$ cat src/rtl/alu_pkg.sv
// Shared constants for the iterative execute-stage ALU: op codes, FSM states, default widths.
package alu_pkg;

  localparam int unsigned WIDTH_DEF = 32;
  localparam int unsigned SHW_DEF   = 5;

  localparam logic [3:0] SEL_AND = 4'b0000;
  localparam logic [3:0] SEL_OR  = 4'b0001;
  localparam logic [3:0] SEL_ADD = 4'b0010;
  localparam logic [3:0] SEL_SUB = 4'b0011;
  localparam logic [3:0] SEL_SLT = 4'b0100;
  localparam logic [3:0] SEL_SLL = 4'b0101;
  localparam logic [3:0] SEL_SRL = 4'b0110;
  localparam logic [3:0] SEL_SRA = 4'b0111;
  localparam logic [3:0] SEL_XOR = 4'b1001;
  localparam logic [3:0] SEL_NOR = 4'b1010;
  localparam logic [3:0] SEL_NOP = 4'b1111;

  typedef enum logic [0:0] {
    S_IDLE  = 1'b0,
    S_SHIFT = 1'b1
  } state_e;

endpackage

$ cat src/rtl/alu_iter_if.sv
// Request/response bundle between the issue logic and the iterative ALU.
interface alu_iter_if #(
  parameter int unsigned WIDTH = alu_pkg::WIDTH_DEF,
  parameter int unsigned SHW   = alu_pkg::SHW_DEF
);
  logic             in_valid;
  logic             in_ready;
  logic [3:0]       sel;
  logic [WIDTH-1:0] a;
  logic [WIDTH-1:0] b;
  logic [SHW-1:0]   shamt;
  logic             out_valid;
  logic [WIDTH-1:0] result;
  logic             zero;
  logic             overflow;

  modport master (
    output in_valid, sel, a, b, shamt,
    input  in_ready, out_valid, result, zero, overflow
  );

  modport slave (
    input  in_valid, sel, a, b, shamt,
    output in_ready, out_valid, result, zero, overflow
  );
endinterface

$ cat src/rtl/alu_comb.sv
// Single-cycle datapath: logic, add/sub, signed compare and overflow. Shift codes pass b (shift by 0).
module alu_comb
  import alu_pkg::*;
#(
  parameter int unsigned WIDTH = WIDTH_DEF
) (
  input  logic [3:0]       sel,
  input  logic [WIDTH-1:0] a,
  input  logic [WIDTH-1:0] b,
  output logic [WIDTH-1:0] y_c,
  output logic             ovf_c
);

  logic [WIDTH-1:0] sum;
  logic [WIDTH-1:0] diff;
  logic             ovf_add;
  logic             ovf_sub;
  logic             lt;

  assign sum     = a + b;
  assign diff    = a - b;
  assign ovf_add = (a[WIDTH-1] == b[WIDTH-1]) && (sum[WIDTH-1]  != a[WIDTH-1]);
  assign ovf_sub = (a[WIDTH-1] != b[WIDTH-1]) && (diff[WIDTH-1] != a[WIDTH-1]);
  // Sign of the difference corrected by overflow gives a full-range signed less-than.
  assign lt      = diff[WIDTH-1] ^ ovf_sub;

  // Result and overflow select by op code.
  always_comb begin
    y_c   = '0;
    ovf_c = 1'b0;
    case (sel)
      SEL_AND: y_c = a & b;
      SEL_OR:  y_c = a | b;
      SEL_ADD: begin y_c = sum;  ovf_c = ovf_add; end
      SEL_SUB: begin y_c = diff; ovf_c = ovf_sub; end
      SEL_SLT: y_c = WIDTH'(lt);
      SEL_SLL, SEL_SRL, SEL_SRA: y_c = b;
      SEL_XOR: y_c = a ^ b;
      SEL_NOR: y_c = ~(a | b);
      default: y_c = '0;
    endcase
  end

endmodule

$ cat src/rtl/alu_iter.sv
// Execute-stage ALU: single-cycle ops through alu_comb, shifts iterate one bit per cycle.
module alu_iter
  import alu_pkg::*;
#(
  parameter int unsigned WIDTH = WIDTH_DEF,
  parameter int unsigned SHW   = SHW_DEF
) (
  input logic       clk,
  input logic       rst_n,
  alu_iter_if.slave bus
);

  state_e           state_q, state_d;
  logic [WIDTH-1:0] acc_q, acc_d;
  logic [SHW-1:0]   cnt_q, cnt_d;
  logic [1:0]       dir_q, dir_d;
  logic [WIDTH-1:0] result_q, result_d;
  logic             zero_q, zero_d;
  logic             ovf_q, ovf_d;
  logic             out_valid_q, out_valid_d;

  logic [WIDTH-1:0] comb_y;
  logic             comb_ovf;
  logic [WIDTH-1:0] acc_step;
  logic             accept;
  logic             is_shift;

  alu_comb #(.WIDTH(WIDTH)) u_comb (
    .sel   (bus.sel),
    .a     (bus.a),
    .b     (bus.b),
    .y_c   (comb_y),
    .ovf_c (comb_ovf)
  );

  assign bus.in_ready  = (state_q == S_IDLE);
  assign bus.out_valid = out_valid_q;
  assign bus.result    = result_q;
  assign bus.zero      = zero_q;
  assign bus.overflow  = ovf_q;

  assign accept   = bus.in_valid && (state_q == S_IDLE);
  assign is_shift = (bus.sel == SEL_SLL) || (bus.sel == SEL_SRL) || (bus.sel == SEL_SRA);

  // One-bit shift of the accumulator in the latched direction (sel[1:0]: 01 SLL, 10 SRL, 11 SRA).
  always_comb begin
    case (dir_q)
      2'b01:   acc_step = {acc_q[WIDTH-2:0], 1'b0};
      2'b10:   acc_step = {1'b0, acc_q[WIDTH-1:1]};
      default: acc_step = {acc_q[WIDTH-1], acc_q[WIDTH-1:1]};
    endcase
  end

  // Next-state and next-output logic.
  always_comb begin
    state_d     = state_q;
    acc_d       = acc_q;
    cnt_d       = cnt_q;
    dir_d       = dir_q;
    result_d    = result_q;
    zero_d      = zero_q;
    ovf_d       = ovf_q;
    out_valid_d = 1'b0;
    case (state_q)
      S_IDLE: begin
        if (accept) begin
          if (is_shift && (bus.shamt != '0)) begin
            acc_d   = bus.b;
            cnt_d   = bus.shamt;
            dir_d   = bus.sel[1:0];
            state_d = S_SHIFT;
          end else begin
            result_d    = comb_y;
            zero_d      = (comb_y == '0);
            ovf_d       = comb_ovf;
            out_valid_d = 1'b1;
          end
        end
      end
      S_SHIFT: begin
        acc_d = acc_step;
        cnt_d = cnt_q - SHW'(1);
        if (cnt_q == SHW'(1)) begin
          result_d    = acc_step;
          zero_d      = (acc_step == '0);
          ovf_d       = 1'b0;
          out_valid_d = 1'b1;
          state_d     = S_IDLE;
        end
      end
      default: state_d = S_IDLE;
    endcase
  end

  // State, accumulator and output registers.
  always_ff @(posedge clk or negedge rst_n) begin
    if (!rst_n) begin
      state_q     <= S_IDLE;
      acc_q       <= '0;
      cnt_q       <= '0;
      dir_q       <= 2'b00;
      result_q    <= '0;
      zero_q      <= 1'b0;
      ovf_q       <= 1'b0;
      out_valid_q <= 1'b0;
    end else begin
      state_q     <= state_d;
      acc_q       <= acc_d;
      cnt_q       <= cnt_d;
      dir_q       <= dir_d;
      result_q    <= result_d;
      zero_q      <= zero_d;
      ovf_q       <= ovf_d;
      out_valid_q <= out_valid_d;
    end
  end

endmodule

$ cat src/flat_wrapper.sv
// flat-port wrapper written by rule: the top's interface ports become plain ports
module alu_iter_flat import alu_pkg::*;
#(
  parameter int unsigned WIDTH = WIDTH_DEF,
  parameter int unsigned SHW   = SHW_DEF
)
  (clk, rst_n, bus_in_valid, bus_sel, bus_a, bus_b, bus_shamt, bus_in_ready, bus_out_valid, bus_result, bus_zero, bus_overflow);
  alu_iter_if #(.WIDTH(WIDTH), .SHW(SHW)) bus_i ();
  input logic clk;
  input logic rst_n;
  input wire logic [$bits(bus_i.in_valid)-1:0] bus_in_valid;
  input wire logic [$bits(bus_i.sel)-1:0] bus_sel;
  input wire logic [$bits(bus_i.a)-1:0] bus_a;
  input wire logic [$bits(bus_i.b)-1:0] bus_b;
  input wire logic [$bits(bus_i.shamt)-1:0] bus_shamt;
  output wire logic [$bits(bus_i.in_ready)-1:0] bus_in_ready;
  output wire logic [$bits(bus_i.out_valid)-1:0] bus_out_valid;
  output wire logic [$bits(bus_i.result)-1:0] bus_result;
  output wire logic [$bits(bus_i.zero)-1:0] bus_zero;
  output wire logic [$bits(bus_i.overflow)-1:0] bus_overflow;
  assign bus_i.in_valid = bus_in_valid;
  assign bus_i.sel = bus_sel;
  assign bus_i.a = bus_a;
  assign bus_i.b = bus_b;
  assign bus_i.shamt = bus_shamt;
  assign bus_in_ready = bus_i.in_ready;
  assign bus_out_valid = bus_i.out_valid;
  assign bus_result = bus_i.result;
  assign bus_zero = bus_i.zero;
  assign bus_overflow = bus_i.overflow;
  alu_iter #(.WIDTH(WIDTH), .SHW(SHW)) u_core (.clk(clk), .rst_n(rst_n), .bus(bus_i));
endmodule
$ cat config.mk
export PLATFORM = sky130hd
export DESIGN_NAME = alu_iter_flat
export DESIGN_NICKNAME = d
export VERILOG_FILES = /design/src/rtl/alu_pkg.sv /design/src/rtl/alu_iter_if.sv /design/src/rtl/alu_comb.sv /design/src/rtl/alu_iter.sv /design/src/flat_wrapper.sv
export SDC_FILE = /design/constraint.sdc
export NUM_CORES = 1
export LEC_CHECK = 0
export CORE_ASPECT_RATIO = 0.9
export CORE_UTILIZATION = 37
export DETAILED_ROUTE_END_ITERATION = 12
export GPL_TIMING_DRIVEN = 0
export PLACE_DENSITY = 0.66
export SYNTH_ARGS = -nofsm -noshare
export SYNTH_HDL_FRONTEND = slang
export SYNTH_SLANG_ARGS = --single-unit
$ cat constraint.sdc
create_clock -name clk -period 3.42 [get_ports clk]
set_input_delay 0.684 -clock clk [delete_from_list [all_inputs] [get_ports clk]]
set_output_delay 0.684 -clock clk [all_outputs]
set_load 0.01 [all_outputs]
After elaboration in Yosys (flattened, before gate mapping)
Index checks and enable logic that the tools add are counted.
{"block": "totals", "register_bits": 75, "latch_bits": 0, "ramBits": 0, "mem_bits_ro": 0, "inputBits": 76, "output_inout_bits": 36, "wordCells": 80, "n_memories": 0}
{"block": "op_classes", "addsub": 3, "n_mul": 0, "n_div": 0, "order_cmp": 0, "n_eq_ne": 20, "shifts": 0, "muxes": 29, "bitwise": 6, "reduce_logical": 14}
{"op": "one-hot mux 32 bit (8 select lines)", "count": 1}
{"op": "one-hot mux 32 bit (2 select lines)", "count": 3}
{"op": "2-to-1 mux 32 bit", "count": 5}
{"op": "logical NOT 32 bit", "count": 2}
{"op": "adder 32 bit", "count": 1}
{"op": "bitwise AND 32 bit", "count": 1}
{"op": "NOT 32 bit", "count": 1}
{"op": "OR 32 bit", "count": 1}
{"op": "subtractor 32 bit", "count": 1}
{"op": "XOR 32 bit", "count": 1}
{"op": "equality test 4 x 3 -> 1 bit (second input constant)", "count": 4}
{"op": "2-to-1 mux 1 bit", "count": 12}
{"op": "2-to-1 mux 5 bit", "count": 2}
{"op": "one-hot mux 1 bit (2 select lines)", "count": 5}
{"op": "one-hot mux 5 bit (2 select lines)", "count": 1}
{"op": "equality test 4 x 2 -> 1 bit (second input constant)", "count": 2}
{"op": "equality test 4 bit (second input constant)", "count": 2}
{"op": "AND reduction 3 bit", "count": 2}
{"op": "equality test 5 x 1 -> 1 bit (second input constant)", "count": 1}
{"op": "nonzero test 5 bit", "count": 1}
{"op": "subtractor 5 x 1 -> 5 bit (second input constant)", "count": 1}
{"op": "equality test 4 x 1 -> 1 bit (second input constant)", "count": 1}
{"op": "logical AND 1 bit", "count": 4}
{"op": "logical NOT 4 bit", "count": 1}
{"op": "other kinds (11)", "count": 16}

Depth between registers and ports, before layout
Gate-level depths: netlist of run 1.
{"block": "logic_depth", "ltp_word": 9, "depth_mapped": 24, "ltp_nobuf": 23}

By module
A second synthesis of run 1 with hierarchy kept.
{"block": "unflattened", "cells_unflattened": 1206, "area_unflattened_um2": 9295.2}
{"module": "alu_comb", "instances": 1, "cells_per_inst": 797, "area_each_um2": 5281.3, "seq_area_each_um2": 0.0}
{"module": "alu_iter", "instances": 1, "cells_per_inst": 409, "area_each_um2": 4013.8, "seq_area_each_um2": 1876.8}

Worst setup path before layout of run 1
OpenSTA, ideal clock, no wires.
{"block": "synth_path", "path_kind": "in2reg", "start": "in bus_b[8]", "end": "reg u_core.zero_q (netlist: u_core.bus.zero)", "setup_ns": 0.103, "t_arrival_ns": 4.445, "t_required_ns": 3.317, "slack_ns": -1.129, "cell_stages": 24, "n_path_buf": 1, "path_cell_list": "inv_1 -> ha_1 -> buf_2 -> nor4_1 -> o31ai_1 -> a21oi_2 -> o211ai_1 -> nand4_1 -> a21oi_1 -> o21bai_1 -> a21oi_1 -> o21bai_1 -> a21oi_1 -> fa_1 -> mux2i_1 -> o22a_1 -> nand4_1 -> a2111oi_0 -> nand4_1 -> nor4_1 -> nand4_1 -> nor3_1 -> nand4_1 -> o41ai_2"}
{"block": "synth_between", "elab_chain_cells": 9, "word_cells_on_any_way": 14, "classes_between": "2 x add/sub; 1 x eq/ne; 4 x mux; 5 x bitwise; 2 x reduce/logical"}
{"item": "start, declared", "line_no": "flat_wrapper.sv:14", "source": "input wire logic [$bits(bus_i.b)-1:0] bus_b;"}
{"item": "subtractor 32 bit", "line_no": "alu_comb.sv:21", "source": "assign diff = a - b;"}
{"item": "inequality test 1 bit", "line_no": "alu_comb.sv:23", "source": "assign ovf_sub = (a[WIDTH-1] != b[WIDTH-1]) && (diff[WIDTH-1] != a[WIDTH-1]);"}
{"item": "logical AND 1 bit", "line_no": "alu_comb.sv:23"}
{"item": "XOR 1 bit", "line_no": "alu_comb.sv:25", "source": "assign lt = diff[WIDTH-1] ^ ovf_sub;"}
{"item": "one-hot mux 32 bit (8 select lines) *", "line_no": "alu_comb.sv:31", "source": "case (sel)"}
{"item": "logical NOT 32 bit *", "line_no": "alu_iter.sv:74", "source": "zero_d = (comb_y == '0);"}
{"item": "2-to-1 mux 1 bit *", "line_no": "alu_iter.sv:67", "source": "if (is_shift && (bus.shamt != '0)) begin"}
{"item": "2-to-1 mux 1 bit *", "line_no": "alu_iter.sv:66", "source": "if (accept) begin"}
{"item": "one-hot mux 1 bit (2 select lines) *", "line_no": "alu_iter.sv:64", "source": "case (state_q)"}
{"item": "end signal, assigned", "line_no": "alu_iter.sv:112", "source": "zero_q <= zero_d;"}
{"item": "end, declared", "line_no": "alu_iter.sv:18", "source": "logic zero_q, zero_d;"}
Mark *: on every way between the ends. The rest lies on a longest branch, timed or not. The select of a mux whose other input is x is not followed.
A chain may end at the register's enable or synchronous reset.

Final worst setup path of run 1
{"block": "layout_path", "start": "in bus_b[18]", "end": "reg u_core.zero_q (netlist: u_core.bus.zero)"}
The elaborated chain is that of the path after synthesis.

==> run_results.csv, run 1 <==
group,metric,value,unit
setup_path,arrival,5380,ps
outcome,violations,"negative setup slack",
clock_network,cts.sinks,75,
min_path,hp-class,"input port to async pin",
setup_path,required,3660,ps
job,maxCapViolations,0,
logic_synthesis,syn-cell-area,9920,µm²
finish,final_common_cell,"a21oi_1",
floorplanning,std_cell_rows,56,
finish,nFillCells,2624,
floorplanning,io_pins,112,
logic_synthesis,ys.warnings.count,0,
power_and_ir_drop,leakage,5.29,nW
floorplanning,die_y,157,µm
global_route,grt_pass1_vias,11100,
clock_network,cts_tree,"yes",
timing,setup_viol,7,
logic_synthesis,synth_edf_count,0,
placed_design,dp_hpwl,35.1,mm
timing,timing.hold.ws,153,ps
routing,drt-pass1-iter-count,8,
timing,rsz0062_at_grt,"yes",
finish,multiInputGateArea,8000,µm²
finish,final_cell_mix,"a21oi_1, nor2_1, nand2_1",
timing,max_freq,0.195,GHz
logic_synthesis,ys_async_sr_fraction,100,%
clock_network,clk_latency,350,ps
clock_network,h-tree-depth,3,
power_and_ir_drop,swShare,45.8,%
timing,hold_violations,0,
routing,ant_nets,0,
global_route,grt-ovfl-total,0,
timing,min_period,5130,ps
power_and_ir_drop,power_frac_seq,26.1,%
global_route,met2_usage,48.8,%
finish,areaGrowthSynthToFinish,30.3,%
logic_synthesis,ys_seq_area_share,18.9,%
setup_path,startpoint_type,"input port",
timing,period_share,150,%
logic_synthesis,synth_cell_types,93,
timing,slew_violations,0,
power_and_ir_drop,power.internal,3.61,mW
logic_synthesis,synth_fp_nets,1535,
clock_network,cts_buffer_depth,2,
timing,slew_headroom,23.8,%
routing,routed_wl,45.8,mm
routing,first_iter_violations,1384,
setup_path,critical_path_class,"input port to register",
power_and_ir_drop,vdd_ir_drop_max,0.442,mV
routing,wire_per_inst,24.7,µm
placed_design,dp_slack,-3160,ps
routing,vias,11800,
routing,vias_per_cell,6.37,
placed_design,gp_congestion,1.00,
setup_path,worstPathMaxFanout,10,
power_and_ir_drop,combPwrFrac,58.1,%
global_route,busiest_layer,"met2",
clock_network,ctsHoldBuffers,0,
clock_network,clockRootBuffer,"clkbuf_16",
floorplanning,start_util,37.8,%
clock_network,cts_buffers,9,
timing,finalClockSkew,9.54,ps
logic_synthesis,syn-mean-instance-area,7.35,µm²
routing,drc,0,
outcome,status,"finished, violations left",
power_and_ir_drop,power_density,516,nW/µm²
clock_network,clkTransAtPathRegs,60,ps
global_route,grt_util_met1,46.8,%
setup_path,endpoint_kind,"register",
power_and_ir_drop,switchingPower,3.05,mW
logic_synthesis,ys_ff_latch,75,
logic_synthesis,synth_cells,1349,
placed_design,io_buffers,109,
global_route,antenna_found_initial,0,
timing,setup_ws,-1710,ps
finish,layout-drive-gt1-share,19.7,%
global_route,globalRouteMet3Util,5.19,%
global_route,grt_use_total,33.1,%
finish,antenna_cells,0,
timing,worst_slew_pin_slew,1140,ps
floorplanning,fp.coreArea,26200,µm²
power_and_ir_drop,clkPwrFrac,15.8,%
global_route,grt_pass1_wl,68.6,mm
finish,ff_latch_area,1880,µm²
finish,nNetsFinal,1690,
floorplanning,dieArea,27500,µm²
logic_synthesis,ys.flop_type,"dfrtp_1",
floorplanning,die_x,175,µm
global_route,grt_max_degree,69,
## power groups by stage
stage	registers (mW)	logic (mW)	clock network [mW]
4_1_cts	1.71	3.71	1.06
3_3_place_gp	1.72	3.49	0
5_1_grt	1.77	4.16	1.10
6_report	1.74	3.87	1.05
2_1_floorplan	1.68	2.10	0
3_5_place_dp	1.72	3.52	0
## Yosys cell counts, types with 20 or more instances
master,n,area [µm²]
nand3_1,20,100
nand2_1,117,439
o21ai_0,71,355
a211oi_1,28,210
dfrtp_1,75,1880
clkbuf_1,61,229
a21oi_1,154,771
inv_1,105,394
a22o_1,34,298
o211ai_1,34,255
ha_1,107,1340
nor2_1,127,477
## registers in the layout (all words and copies together) (netlist names)
| name | count |
|---|---|
| u_core.bus.out_valid | 1 |
| u_core.bus.overflow | 1 |
| u_core.bus.zero | 1 |
| u_core.cnt_q | 5 |
| u_core.dir_q | 2 |
| u_core.bus.result | 32 |
| u_core.acc_q | 32 |
| u_core.state_q | 1 |
## worst paths after layout
check                                                  from                          endpoint  slack [ps]  depth (start not counted)
worst min-delay path                                  rst_n      u_core.acc_q[21]$_DFFE_PN0P_         150                          1
min in group clk                u_core.cnt_q[0]$_DFFE_PN0P_       u_core.cnt_q[0]$_DFFE_PN0P_         510                          1
max in group asynchronous                             rst_n  u_core.bus.result[5]$_DFFE_PN0P_        2680                          2
worst max-delay path                              bus_b[18]       u_core.bus.zero$_DFFE_PN0P_       -1710                         25
worst min register to register  u_core.cnt_q[0]$_DFFE_PN0P_       u_core.cnt_q[0]$_DFFE_PN0P_         510                          1
worst max register to register     u_core.state_q$_DFF_PN0_       u_core.bus.zero$_DFFE_PN0P_        -570                         11
## kinds of logic after synthesis
group | share of synthesized area (%)
and+or+nand+nor | 19.7
AOI/OAI and AO/OA | 35.9
DFF | 18.9
buffers and inverters | 7.99
xor gates and xnor gates | 1.85
muxes | 1.48
adders and majority gates | 14.1
## metrics by stage
stage          std cells  area [µm²]  util (%)  total power [mW]  setup TNS [ps]
5_1_grt             1857       12900      49.3              7.03           -5140
6_report            1857       12900      49.3              6.66           -3690
3_5_place_dp        1807       11500      44.0              5.24          -30950
4_1_cts             1853       12700      48.4              6.48           -3410
2_1_floorplan       1349        9980         -              3.78           -1830
3_3_place_gp        1806       11500      43.9              5.21         -112440
## layer usage
layer  wire length, µm  up-vias
li1                  -     5283
met1             20200     5686
met2             19100      746
met3              4410      107
met4              2150        0
met5                 0        -
## area by class of cell
cell class | count | area share [%]
Clock buffer | 10 | 1.85
Inverter | 106 | 3.42
Sequential cell | 75 | 14.5
Buffer | 84 | 3.84
Multi-Input combinational cell | 1077 | 61.9
Clock inverter | 6 | 0.688
Timing Repair Buffer | 151 | 10.4
Tap cell | 348 | 3.37
## worst max-delay path, cell delays in order
cell       delay, ps
buf_2            180
inv_4             80
ha_4             260
clkbuf_8         180
nor4_4           290
inv_2             90
nor2_4           100
o211ai_1         180
nand4_1          170
a21oi_2           90
o21bai_1         140
a21oi_1           80
o21bai_1         210
a21oi_2          100
fa_2             330
mux2i_1          130
o22a_1           160
nand4_1          120
a2111oi_2        250
nand4_1          250
nor4_4           290
nand4_1          250
nor3_2           240
nand4_1          250
o41ai_2          280
## what timing repair did
item / in CTS / in global routing
setup buffers: 35 / 8
pin swaps: 37 / 16
setup endpoints to repair: 32 / 23
resized for setup: 297 / 73
Note: power is estimated with default switching activity, not from simulation.
==> run 2, diff against run 1 <==
--- a/config.mk
+++ b/config.mk
@@ -10,6 +10,7 @@
 export DETAILED_ROUTE_END_ITERATION = 12
 export GPL_TIMING_DRIVEN = 0
 export PLACE_DENSITY = 0.66
+export REMOVE_ABC_BUFFERS = 1
 export SYNTH_ARGS = -nofsm -noshare
 export SYNTH_HDL_FRONTEND = slang
 export SYNTH_SLANG_ARGS = --single-unit
==> run_results.csv, run 2 (synthesis results as in run 1) <==
group,metric,value,unit
outcome,status,"finished, violations left",
outcome,violations,"negative setup slack",
clock_network,clk_latency,350,ps
setup_path,reg2reg_from,"u_core.state_q$_DFF_PN0_",
floorplanning,io_pins,112,
setup_path,path_buf_inv,1,
global_route,antenna_found_initial,0,
finish,final_cell_mix,"a21oi_1, nor2_1, nand2_1",
timing,tns,-3420,ps
timing,max_freq,0.194,GHz
timing,slew_violations,0,
setup_path,critPathTopFamily,"compound AO/OA/AOI/OAI gates",
routing,drc,0,
placed_design,dp_hpwl,29.4,mm
routing,topRoutingLayerUsed,"met4",
routing,drt-met1-wl,17.4,mm
global_route,grt-ovfl-total,0,
timing,hold_violations,0,
setup_path,startpoint_type,"input port",
clock_network,cts_buffer_depth,2,
power_and_ir_drop,leakage,5.41,nW
setup_path,crit_chain,"clkbuf_4 -> ha_4 -> o21bai_4 -> o211ai_1 -> a21oi_2 -> o211ai_1 -> nand4_1 -> a21oi_2 -> o21bai_1 -> a21oi_1 -> o21bai_1 -> a21oi_2 -> fa_2 -> mux2i_1 -> o22a_1 -> nand4_1 -> a2111oi_2 -> nand4_1 -> nor4_2 -> nand4_1 -> nor3_2 -> nand4_1 -> o41ai_2",
setup_path,critical_path_class,"input port to register",
setup_path,rrSetupSlack,-660,ps
timing,timing.hold.ws,282,ps
setup_path,cp-startpoint,"bus_b[0]",
routing,wl_met2,18.4,mm
placed_design,io_buffers,111,
timing,period_share,151,%
setup_path,endpoint_kind,"register",
finish,nFillCells,2528,
timing,slew_headroom,21.9,%
setup_path,crit_cells,23,
power_and_ir_drop,vdd_ir_drop_max,0.341,mV
finish,areaGrowthSynthToFinish,32.0,%
clock_network,clkTransAtPathRegs,60,ps
job,maxCapViolations,0,
timing,worst_slew_pin_slew,1170,ps
finish,antenna_cells,0,
routing,routed_wl,41.2,mm
setup_path,required,3660,ps
setup_path,critical_path.endpoint,"u_core.bus.zero$_DFFE_PN0P_",
floorplanning,fp.coreArea,26200,µm²
finish,final_common_cell,"a21oi_1",
clock_network,cts_tree,"yes",
timing,rsz0062_at_grt,"yes",
clock_network,h-tree-depth,3,
timing,setup_viol,6,
placed_design,gp_congestion,0.936,
floorplanning,std_cell_rows,56,
global_route,grt_pass1_vias,10700,
floorplanning,start_util,37.8,%
setup_path,r2r_cells,11,
floorplanning,die_y,157,µm
power_and_ir_drop,power_density,500,nW/µm²
timing,setup_ws,-1750,ps
routing,met3_length,3.38,mm
clock_network,ctsHoldBuffers,0,
routing,wire_per_inst,22.4,µm
finish,nNetsFinal,1675,
routing,drt-pass1-iter-count,5,
routing,ant_nets,0,
global_route,grt_pass1_wl,61.4,mm
routing,vias_per_cell,6.20,
setup_path,critical_path.most_common_cell,"nand4_1",
setup_path,arrival,5410,ps
finish,layout-drive-gt1-share,23.5,%
global_route,grt_use_total,29.1,%
setup_path,worstPathMaxFanout,4,
clock_network,clockRootBuffer,"clkbuf_16",
global_route,grt_max_degree,51,
setup_path,slowest_stage,"fa_2",
timing,min_period,5170,ps
floorplanning,dieArea,27500,µm²
routing,vias,11400,
clock_network,cts.sinks,75,
floorplanning,die_x,175,µm
routing,first_iter_violations,1141,
min_path,hp-class,"input port to async pin",
timing,finalClockSkew,8.69,ps
setup_path,slowest_delay,390,ps
setup_path,r2r_end,"u_core.bus.zero$_DFFE_PN0P_",
clock_network,cts_buffers,9,
[run 2: worst min path at each step]
stage / start / end / slack (ps)
after floorplan: rst_n / u_core.acc_q[0]$_DFFE_PN0P_ / 390
after global placement: u_core.bus.result[25]$_DFFE_PN0P_ / u_core.bus.result[25]$_DFFE_PN0P_ / 480
after detailed placement: u_core.bus.result[25]$_DFFE_PN0P_ / u_core.bus.result[25]$_DFFE_PN0P_ / 480
after CTS: rst_n / u_core.bus.result[3]$_DFFE_PN0P_ / 300
after global routing: rst_n / u_core.bus.result[3]$_DFFE_PN0P_ / 310
final: rst_n / u_core.bus.result[3]$_DFFE_PN0P_ / 280
[run 2: stage by stage]
| stage | instances | setup slack (ps) | util, % | cell area, µm² | power [mW] |
|---|---|---|---|---|---|
| after detailed placement | 1730 | -3330 | 43.3 | 11300 | 5.13 |
| after CTS | 1825 | -1690 | 48.9 | 12800 | 6.36 |
| after global placement | 1717 | -4480 | 42.2 | 11100 | 4.98 |
| after floorplan | 1258 | -1710 | - | 9520 | 3.66 |
| final | 1842 | -1750 | 49.9 | 13100 | 6.54 |
| after global routing | 1842 | -1910 | 49.9 | 13100 | 6.92 |
[run 2: worst register-to-register path: cells and delay by family, from the launching register on]
family / cells / cell delay (ps)
compound gates: 3 / 1310
buf+inv: 1 / 460
simple gates: 7 / 1640
flops: 1 / 580
[run 2: report_power, final]
group	switching, mW	leakage [nW]	internal (mW)
Sequential	0.453	0.933	1.32
Clock	0.405	0.144	0.606
Combinational	2.07	4.34	1.69
[run 2: layout make-up]
| type | count | area (µm²) | share of cell area (%) |
|---|---|---|---|
| Clock buffer | 11 | 253 | 1.93 |
| Timing Repair Buffer | 219 | 2010 | 15.4 |
| Sequential cell | 75 | 1880 | 14.4 |
| Multi-Input combinational cell | 1078 | 8010 | 61.2 |
| Tap cell | 348 | 435 | 3.33 |
| Clock inverter | 5 | 61.3 | 0.469 |
| Inverter | 106 | 439 | 3.36 |
[run 2: routing by layer]
layer | track usage (%) | vias to the layer above
met5 | 0 | -
met4 | 13.4 | 0
met3 | 4.86 | 110
met2 | 47.2 | 593
met1 | 37.9 | 5446
li1 | - | 5279
[run 2: what timing repair did]
item | 4_1_cts | 5_1_grt
endpoints found under the setup margin | 73 | 43
pin swaps | 53 | 42
setup buffers | 78 | 17
cloned | 1 | 0
gates resized for setup | 329 | 75
